File: src/rtl/cache_pkg.sv
// Shared refill/cache definitions: state encoding and line geometry.
package cache_pkg;

    localparam int LINE_WORDS       = 4;
    localparam int OFFSET_BITS      = 4;
    localparam int WORD_OFFSET_BITS = 2;

    typedef enum logic [1:0] {
        IDLE  = 2'd0,
        FETCH = 2'd1,
        FILL  = 2'd2
    } refill_state_t;

endpackage

File: src/rtl/cache_refill_line_buffer.sv
// Line buffer: four word registers filled one beat at a time, cleared by reset.
module refill_line_buffer
    import cache_pkg::*;
#(
    parameter int DATA = 32
) (
    input  logic                        clk,
    input  logic                        rst,
    input  logic                        wr_en_i,
    input  logic [WORD_OFFSET_BITS-1:0] idx_i,
    input  logic [DATA-1:0]             wdata_i,
    output logic [DATA-1:0]             word0_o,
    output logic [DATA-1:0]             word1_o,
    output logic [DATA-1:0]             word2_o,
    output logic [DATA-1:0]             word3_o
);

    logic [DATA-1:0] words_q [LINE_WORDS];
    logic [DATA-1:0] words_d [LINE_WORDS];

    // Overwrite only the indexed word on a completed beat; others hold.
    always_comb begin
        words_d = words_q;
        if (wr_en_i) begin
            words_d[idx_i] = wdata_i;
        end
    end

    // Word storage; reset wipes any partially collected line.
    always_ff @(posedge clk or posedge rst) begin
        if (rst) begin
            words_q <= '{default: '0};
        end else begin
            words_q <= words_d;
        end
    end

    assign word0_o = words_q[0];
    assign word1_o = words_q[1];
    assign word2_o = words_q[2];
    assign word3_o = words_q[3];

endmodule

File: src/rtl/cache_refill.sv
// Miss handler: fetches a 4-word line in ascending beats, then presents it for one cycle.
module cache_refill
    import cache_pkg::*;
#(
    parameter int DATA       = 32,
    parameter int LINE_WORDS = 4
) (
    input  logic            clk,
    input  logic            rst,
    input  logic            miss_i,
    input  logic [DATA-1:0] addr_i,
    output logic            mem_req_o,
    output logic [DATA-1:0] mem_addr_o,
    input  logic            mem_ack_i,
    input  logic [DATA-1:0] mem_rdata_i,
    output logic [DATA-1:0] dataWord0_o,
    output logic [DATA-1:0] dataWord1_o,
    output logic [DATA-1:0] dataWord2_o,
    output logic [DATA-1:0] dataWord3_o,
    output logic [DATA-1:0] fill_addr_o,
    output logic            fill_valid_o,
    output logic            stall_o
);

    localparam logic [WORD_OFFSET_BITS-1:0] LAST_BEAT = WORD_OFFSET_BITS'(LINE_WORDS - 1);

    refill_state_t               state_q, state_d;
    logic [WORD_OFFSET_BITS-1:0] beat_q, beat_d;
    logic [DATA-1:0]             base_q, base_d;
    logic                        wr_en;

    // Byte-offset bits of the miss address only select within the line.
    logic unused_addr_bits;
    assign unused_addr_bits = ^addr_i[OFFSET_BITS-1:0];

    // Next-state, beat sequencing and handshake-facing outputs.
    always_comb begin
        state_d      = state_q;
        beat_d       = beat_q;
        base_d       = base_q;
        wr_en        = 1'b0;
        mem_req_o    = 1'b0;
        mem_addr_o   = base_q;
        fill_valid_o = 1'b0;
        stall_o      = 1'b1;
        case (state_q)
            IDLE: begin
                stall_o = miss_i & ~rst;
                if (miss_i) begin
                    base_d  = {addr_i[DATA-1:OFFSET_BITS], {OFFSET_BITS{1'b0}}};
                    beat_d  = '0;
                    state_d = FETCH;
                end
            end
            FETCH: begin
                mem_req_o  = 1'b1;
                mem_addr_o = {base_q[DATA-1:OFFSET_BITS], beat_q, 2'b00};
                if (mem_ack_i) begin
                    wr_en = 1'b1;
                    if (beat_q == LAST_BEAT) begin
                        state_d = FILL;
                    end else begin
                        beat_d = beat_q + 1'b1;
                    end
                end
            end
            FILL: begin
                fill_valid_o = 1'b1;
                state_d      = IDLE;
            end
            default: begin
                state_d = IDLE;
            end
        endcase
    end

    // State, beat counter and line base registers.
    always_ff @(posedge clk or posedge rst) begin
        if (rst) begin
            state_q <= IDLE;
            beat_q  <= '0;
            base_q  <= '0;
        end else begin
            state_q <= state_d;
            beat_q  <= beat_d;
            base_q  <= base_d;
        end
    end

    assign fill_addr_o = base_q;

    refill_line_buffer #(
        .DATA(DATA)
    ) u_line_buffer (
        .clk     (clk),
        .rst     (rst),
        .wr_en_i (wr_en),
        .idx_i   (beat_q),
        .wdata_i (mem_rdata_i),
        .word0_o (dataWord0_o),
        .word1_o (dataWord1_o),
        .word2_o (dataWord2_o),
        .word3_o (dataWord3_o)
    );

endmodule

File: config.mk
export PLATFORM = sky130hd
export DESIGN_NAME = cache_refill
export DESIGN_NICKNAME = d
export VERILOG_FILES = /design/src/rtl/cache_pkg.sv /design/src/rtl/cache_refill_line_buffer.sv /design/src/rtl/cache_refill.sv
export SDC_FILE = /design/constraint.sdc
export NUM_CORES = 1
export LEC_CHECK = 0
export BUFFER_PORTS_ARGS = -buffer_cell sky130_fd_sc_hd__buf_4
export CAP_MARGIN = 15
export CORE_MARGIN = 4
export CORE_UTILIZATION = 48
export CTS_CLUSTER_DIAMETER = 40
export DETAILED_ROUTE_END_ITERATION = 12
export GPL_TIMING_DRIVEN = 0
export PLACE_DENSITY_LB_ADDON = 0.1
export SYNTH_ARGS = -nofsm -noshare
export SYNTH_HDL_FRONTEND = slang
export SYNTH_SLANG_ARGS = --single-unit
File: constraint.sdc
create_clock -name clk -period 6.4 [get_ports clk]
set_input_delay 0.64 -clock clk [delete_from_list [all_inputs] [get_ports clk]]
set_output_delay 0.64 -clock clk [all_outputs]
set_load 0.05 [all_outputs]
======== Word-level counts from Yosys, hierarchy flattened ========
Index checks and enable logic that the tools add are counted.
cells by class
  add/subtract/negate cells ............... 1
  magnitude comparators ................... 2
  eq/ne operators ......................... 7
  muxes and demuxes ....................... 17
  bitwise operators ....................... 3
  reduce and logical (&&, ||, !) cells .... 6
operator list
  operator                                                              number
  128-bit bitwise mux                                                   1
  32-bit demux with 2-bit select                                        1
  32-bit 2-to-1 mux                                                     1
  2-bit 2-to-1 mux                                                      6
  2-bit inequality test, second input constant                          4
  2-bit one-hot mux with 2 select lines                                 2
  1-bit 2-to-1 mux                                                      5
  2-bit == test, second input constant                                  2
  4-bit 2-to-1 mux                                                      1
  4-bit AND reduction                                                   1
  3-bit greater-or-equal comparator, second input constant              1
  3-bit by 1-bit < comparator with 1-bit output, second input constant  1
  2-bit inverter with 3-bit output                                      1
  3-bit AND reduction                                                   1
  2-bit by 1-bit adder with 2-bit output, second input constant         1
  2-bit by 1-bit == test with 1-bit output, second input constant       1
  2-bit zero test                                                       1
  2-bit AND reduction                                                   1
  2-bit nonzero test                                                    1
  1-bit AND                                                             1
  1-bit logical AND                                                     1
  1-bit inverter                                                        1
storage, ports and cells
  register bits after elaboration ......... 160
  input bits .............................. 68
  output and inout port bits .............. 195

======== Longest topological paths before layout ========
Gate-level depths: netlist (run 1).
  depth after elaboration ................. 6
  mapped depth ............................ 5
  gate-level depth less buffers ........... 4

======== Modules after synthesis ========
From an unflattened synthesis (run 1), not the netlist that was laid out.
unflattened totals
  cell total of the unflattened synthesis .. 387
  area total of the unflattened synthesis .. 6282.3 µm²
modules (own cells, without submodules)
  module              times used  cells an instance  area an instance (µm²)  sequential area each (µm²)
  refill_line_buffer  1           273                4748.3                  3203.1
  cache_refill        1           114                1534.0                  800.8

======== Worst setup path after synthesis (run 1) ========
Ideal clock, no wire load.
  kind .................................... input to output
  start point ............................. input rst
  end point ............................... output stall_o
  arrival time ............................ 4.654 ns
  setup slack ............................. 1.106 ns
  cell stages on the path ................. 2
  path buffers ............................ 0
  cells stage by stage .................... inv_1 -> a211o_1
on the way
  longest elaborated chain between the ends .. 3
RTL lines
  what              line                text
  start, declared   cache_refill.sv:9   input logic rst,
  1-bit inverter    cache_refill.sv:48  stall_o = miss_i & ~rst;
  1-bit AND         cache_refill.sv:48
  1-bit 2-to-1 mux  cache_refill.sv:46  case (state_q)
  end, declared     cache_refill.sv:22  output logic stall_o
Every way passes these cells.

======== Worst setup path after layout (run 1) ========
Ends and elaborated chain as after synthesis.

==> flow_summary_export.csv, run 1 <==
group,metric,value,unit
worst_setup_path,max_stage_delay,0.48,ns
sta,hold_viol,0,
clock_network,cts_tree,"built",
placed_design,portBuffers,251,
clock_network,clock_latency,0.41,ns
floorplanning,die_w,124,um
finish,regArea,4000,sq um
worst_setup_path,end_kind,"output pin",
worst_setup_path,cp_slowest_cell,"inv_6",
worst_setup_path,crit_arrival,2.10,ns
synthesis,synth-edff-count,0,
finish,fin_util,69.2,%
sta,fin_crit,2.74,ns
finish,diodes,0,
worst_setup_path,cp_max_fo,84,
worst_setup_path,critical_path_class,"input port to output pin",
worst_setup_path,start_kind,"input port",
synthesis,ys_ff_latch,160,
placed_design,gp_congestion,0.767,
floorplanning,ios,263,
sta,drv_slew,0,
global_routing,grt_max_degree,85,
placed_design,hpwl,11300,um
global_routing,grt_pass1_vias,4387,
sta,report.final.setup_viol,0,
detailed_routing,drt-total-wl,15200,um
min_path,hp-class,"input port to asynchronous set/reset pin",
detailed_routing,ant_nets,0,
floorplanning,coreArea,13200,sq um
detailed_routing,vias,4162,
floorplanning,initial_utilization,48.9,%
clock_network,path_clk_slew,0.06,ns
worst_setup_path,path_common_cell,"buf_4",
global_routing,overflow,0,
detailed_routing,drt_pass1_iterations,4,
finish,final_nets,747,
finish,layout-drive-gt1-share,69.9,%
outcome,status,"finished, final reports clean",
synthesis,yosys_warnings,0,
global_routing,antenna_found_initial,0,
detailed_routing,wl_per_cell,17.7,um
clock_network,cts_max_level,4,
finish,nFillCells,978,
sta,fin_ws,3.66,ns
clock_network,cts_buffers,17,
worst_setup_path,cp_top_family,"buffers and inverters",
clock_network,cts_hold_buffers,0,
clock_network,root_buffer,"clkbuf_16",
sta,worst_pin_slew,0.707,ns
clock_network,cts_setup_buffers,0,
worst_setup_path,crit_buf_inv,4,
synthesis,async_flop_share,100,%
sta,slew-limit-headroom,52.9,%
floorplanning,rows,42,
synthesis,synth_ff_type,"dfrtp_1",
clock_network,cts_buffer_depth,2,
sta,holdWs,0.328,ns
detailed_routing,via_per_inst,4.83,
finish,area_growth,41.6,%
job,cap_violations,0,
synthesis,avgSynthCellArea,16.2,sq um
global_routing,track_usage,20.0,%
placed_design,pre_cts_ws,3.59,ns
sta,skew,0.00424,ns
finish,multiInputGateArea,2050,sq um
worst_setup_path,cp_cell_sequence,"buf_4, inv_6, buf_16, a211o_1, buf_4",
clock_network,cts.sinks,160,
synthesis,synth_cell_types,25,
detailed_routing,drt_iter0_drc,131,
synthesis,synth_sequential_area_ratio,61.9,%
synthesis,synth_area,6470,sq um
detailed_routing,drc_errors,0,
floorplanning,die_h,124,um
global_routing,grt_pass1_wl,23000,um
sta,final.period_utilization,42.9,%
sta,rsz0062_at_grt,"no",
synthesis,netlist_instances,399,
sta,fmax,365,MHz
worst_setup_path,required,5.76,ns
floorplanning,dieArea,15400,sq um
clock_network,cts-resized-gates,0,
==> cells by family after synthesis <==
group | share of synthesized area, %
AND/OR/NAND/NOR | 2.26
flip-flops | 61.9
multiplexers | 27.6
other | 0.0579
adder cells (fa/ha/maj) | 0.773
AO/OA/AOI/OAI | 0.580
buffers and inverters | 6.81
==> worst paths after layout <==
check | cells after the start | to | slack [ns] | startpoint
setup / recovery | 5 | stall_o | 3.66 | rst
hold / removal | 2 | u_line_buffer.word1_o[17] | 0.33 | rst
setup reg to reg | 4 | fill_addr_o[4] | 4.73 | state_q[0]
hold reg to reg | 1 | u_line_buffer.word2_o[28] | 0.49 | u_line_buffer.word2_o[28]
max in group asynchronous | 3 | u_line_buffer.word1_o[13] | 5.23 | rst
min in group clk | 2 | fill_addr_o[25] | 0.46 | addr_i[25]
==> cells in the final DEF, fill, tap and decap left out, types with 2 or more instances in the layout <==
| cell type | count |
|---|---|
| buf_2 | 3 |
| buf_4 | 286 |
| buf_6 | 12 |
| clkbuf_1 | 3 |
| clkbuf_16 | 17 |
| clkbuf_8 | 3 |
| clkinv_2 | 3 |
| clkinvlp_4 | 2 |
| conb_1 | 6 |
| dfrtp_1 | 160 |
| ha_1 | 4 |
| inv_1 | 4 |
| mux2_1 | 14 |
| mux2_2 | 136 |
| mux2_4 | 6 |
| nand2_1 | 3 |
| nand3_4 | 4 |
| nor2_1 | 3 |
| o211ai_1 | 2 |
==> final cells by class <==
cell class                      instances  share of cell area (%)
Clock inverter                          6                   0.655
Sequential cell                       160                    43.7
Tap cell                              176                    2.40
Buffer                                 50                    4.51
Timing Repair Buffer                  252                    20.9
Clock buffer                           23                    5.22
Multi-Input combinational cell        188                    22.3
Inverter                                6                   0.355
==> per-layer routing <==
layer  track usage [%]  share of wire [%]  up-vias
met4              7.46                2.0        0
met3              8.86                 10       23
met2              34.1                 51      168
met1              22.1                 37     2065
li1                  -                  -     1906
met5                 0                  0        -
==> through the flow <==
step | cell area (sq um) | setup TNS [ns] | cells
after CTS | 9170 | 0 | 861
after global placement | 8590 | -28.44 | 831
final | 9170 | 0 | 861
after global routing | 9170 | 0 | 861
after detailed placement | 8630 | 0 | 832
after floorplan | 6490 | 0 | 404
==> synth_stat cells, types with 2 or more instances <==
| library cell | n | area share [%] |
|---|---|---|
| nand2_1 | 3 | 0.17 |
| nand3_4 | 4 | 1.1 |
| nor2_1 | 3 | 0.17 |
| inv_1 | 5 | 0.29 |
| dfrtp_1 | 160 | 62 |
| mux2_2 | 136 | 24 |
| mux2_1 | 14 | 2.4 |
| buf_4 | 35 | 4.1 |
| o211ai_1 | 2 | 0.23 |
| buf_2 | 3 | 0.23 |
| buf_6 | 12 | 2.1 |
| mux2_4 | 6 | 1.4 |
| ha_1 | 4 | 0.77 |
==> registers in the layout, indices dropped and copies added, names as in the netlist <==
| name | count |
|---|---|
| fill_addr_o | 28 |
| beat_q | 2 |
| state_q | 2 |
| u_line_buffer.word3_o | 32 |
| u_line_buffer.word2_o | 32 |
| u_line_buffer.word1_o | 32 |
| u_line_buffer.word0_o | 32 |
Power of run 1 is left out: the tool's default activity adds up to more than one toggle a clock period on the data nets, which glitch-free logic cannot reach.
==> inputs of run 2 (changes only) <==
clock period = 2.8 ns   (was 6.4 ns; I/O delays follow)
==> run 2 against run 1 <==
Cell area grew 1.4%. Clock-buffer cell count decreased by 5. Via count grew 1.1%. Critical path type unchanged. Worst hold slack lost 0.24 ns. Worst setup slack worse by 3.5 ns. Global-route usage decreased by 0.059 points. Die area stayed put. Utilization rose by 0.95 points. Cell count up 0.81%. Critical path depth increased by 2. Clock skew is 0.0025 ns higher. Non-clock buffer count is 4 higher.
==> flow_summary_export.csv, run 2 (synthesized netlist as in run 1, its figures left out) <==
group,metric,value,unit
worst_setup_path,cp_max_fo,37,
detailed_routing,ant_nets,0,
clock_network,root_buffer,"clkbuf_16",
clock_network,cts_buffer_depth,2,
worst_setup_path,r2r_start,"state_q[0]",
worst_setup_path,rrSetupSlack,1.12,ns
clock_network,cts-resized-gates,0,
worst_setup_path,start_kind,"input port",
clock_network,cts_setup_buffers,0,
sta,setup_tns,0,ns
global_routing,track_usage,19.9,%
floorplanning,rows,42,
floorplanning,ios,263,
finish,layout_common_cells,"buf_4 (286), dfrtp_1 (160), mux2_2 (136)",
job,cap_violations,0,
sta,drv_slew,0,
sta,rsz0062_at_grt,"no",
detailed_routing,wl_per_cell,17.5,um
placed_design,gp_congestion,0.780,
sta,fin_crit,2.64,ns
floorplanning,coreArea,13200,sq um
floorplanning,die_h,124,um
clock_network,cts_hold_buffers,1,
finish,final_nets,751,
min_path,hold_path.startpoint,"addr_i[23]",
worst_setup_path,critical_path_class,"input port to output pin",
min_path,hp-class,"input port to flop",
clock_network,cts_max_level,4,
min_path,whs_path_depth,2,
min_path,hold_end,"fill_addr_o[23]",
worst_setup_path,rr_endpoint,"fill_addr_o[6]",
clock_network,cts_tree,"built",
finish,area_growth,43.6,%
outcome,status,"finished, final reports clean",
worst_setup_path,required,2.52,ns
worst_setup_path,r2r_cells,4,
sta,report.final.setup_viol,0,
sta,final.period_utilization,94.2,%
sta,hold_viol,0,
sta,fin_ws,0.164,ns
sta,skew,0.00678,ns
clock_network,cts_buffers,17,
clock_network,path_clk_slew,0.06,ns
placed_design,hpwl,11500,um
worst_setup_path,crit_arrival,2.36,ns
finish,layout-drive-gt1-share,70.5,%
global_routing,antenna_found_initial,0,
floorplanning,die_w,124,um
placed_design,portBuffers,251,
finish,diodes,0,
floorplanning,initial_utilization,48.9,%
global_routing,grt_max_degree,43,
clock_network,clock_latency,0.42,ns
detailed_routing,vias,4208,
floorplanning,dieArea,15400,sq um
global_routing,grt_pass1_wl,23100,um
global_routing,grt_pass1_vias,4348,
detailed_routing,via_per_inst,4.85,
global_routing,overflow,0,
clock_network,cts.sinks,160,
detailed_routing,drt-total-wl,15100,um
detailed_routing,drt_iter0_drc,170,
placed_design,pre_cts_ws,0.650,ns
detailed_routing,drt_pass1_iterations,4,
finish,layout_commonest_cell,"buf_4",
worst_setup_path,end_kind,"output pin",
sta,fmax,379,MHz
detailed_routing,drc_errors,0,
==> run 2: cell count changes in the layout (fill, tap and decap cells not counted) <==
cell	previous run	this run
clkbuf_1	3	0
clkinvlp_4	2	4
buf_16	1	0
clkinv_2	3	5
clkbuf_8	3	1
clkinv_4	1	2
bufinv_16	1	3
buf_12	0	4
inv_6	1	2
dlygate4sd3_1	0	1
==> run 2: final cells by class <==
class                   instances  area (sq um)
fillers                       983          3950
repair buffers                256          1970
flip-flops and latches        160          4000
clock inverters                14           164
clock buffers                  18           439
inverters                       6          31.3
multi-input cells             188          2050
plain buffers                  50           413
well taps                     176           220
==> run 2: stage by stage <==
step                      hold WS [ns]  cells  utilization (%)  area, sq um
final                           0.0901    868             70.2         9290
after global routing            0.0762    868             70.2         9290
after CTS                       0.0688    868             70.2         9290
after detailed placement         0.329    835             65.5         8680
after global placement           0.477    831             64.9         8600
after floorplan                  0.412    404                -         6490
==> run 2: critical path: stages <==
cell	delay, ns
dlygate4sd3_1	0.53
buf_4	0.11
clkinvlp_4	0.37
buf_12	0.34
buf_12	0.19
a211o_1	0.32
buf_4	0.19
==> run 2: per-layer routing <==
| metal | wire [um] | share of wire, % | up-vias | global-route usage, % |
|---|---|---|---|---|
| li1 | - | - | 1918 | - |
| met1 | 5480 | 36 | 2106 | 22.5 |
| met2 | 7800 | 52 | 157 | 33.4 |
| met3 | 1490 | 9.8 | 27 | 7.63 |
| met4 | 383 | 2.5 | 0 | 9.31 |
| met5 | 0 | 0 | - | 0 |
==> run 2: worst max path at each step <==
stage | cells after the start | slack (ns) | endpoint | startpoint
after global routing | 7 | 0.003 | stall_o | rst
after global placement | 4 | -1.75 | stall_o | rst
after detailed placement | 6 | 0.65 | stall_o | rst
after floorplan | 2 | -0.80 | stall_o | rst
final | 7 | 0.16 | stall_o | rst
after CTS | 7 | 0.10 | stall_o | rst
Power of run 2 is left out for the same reason.
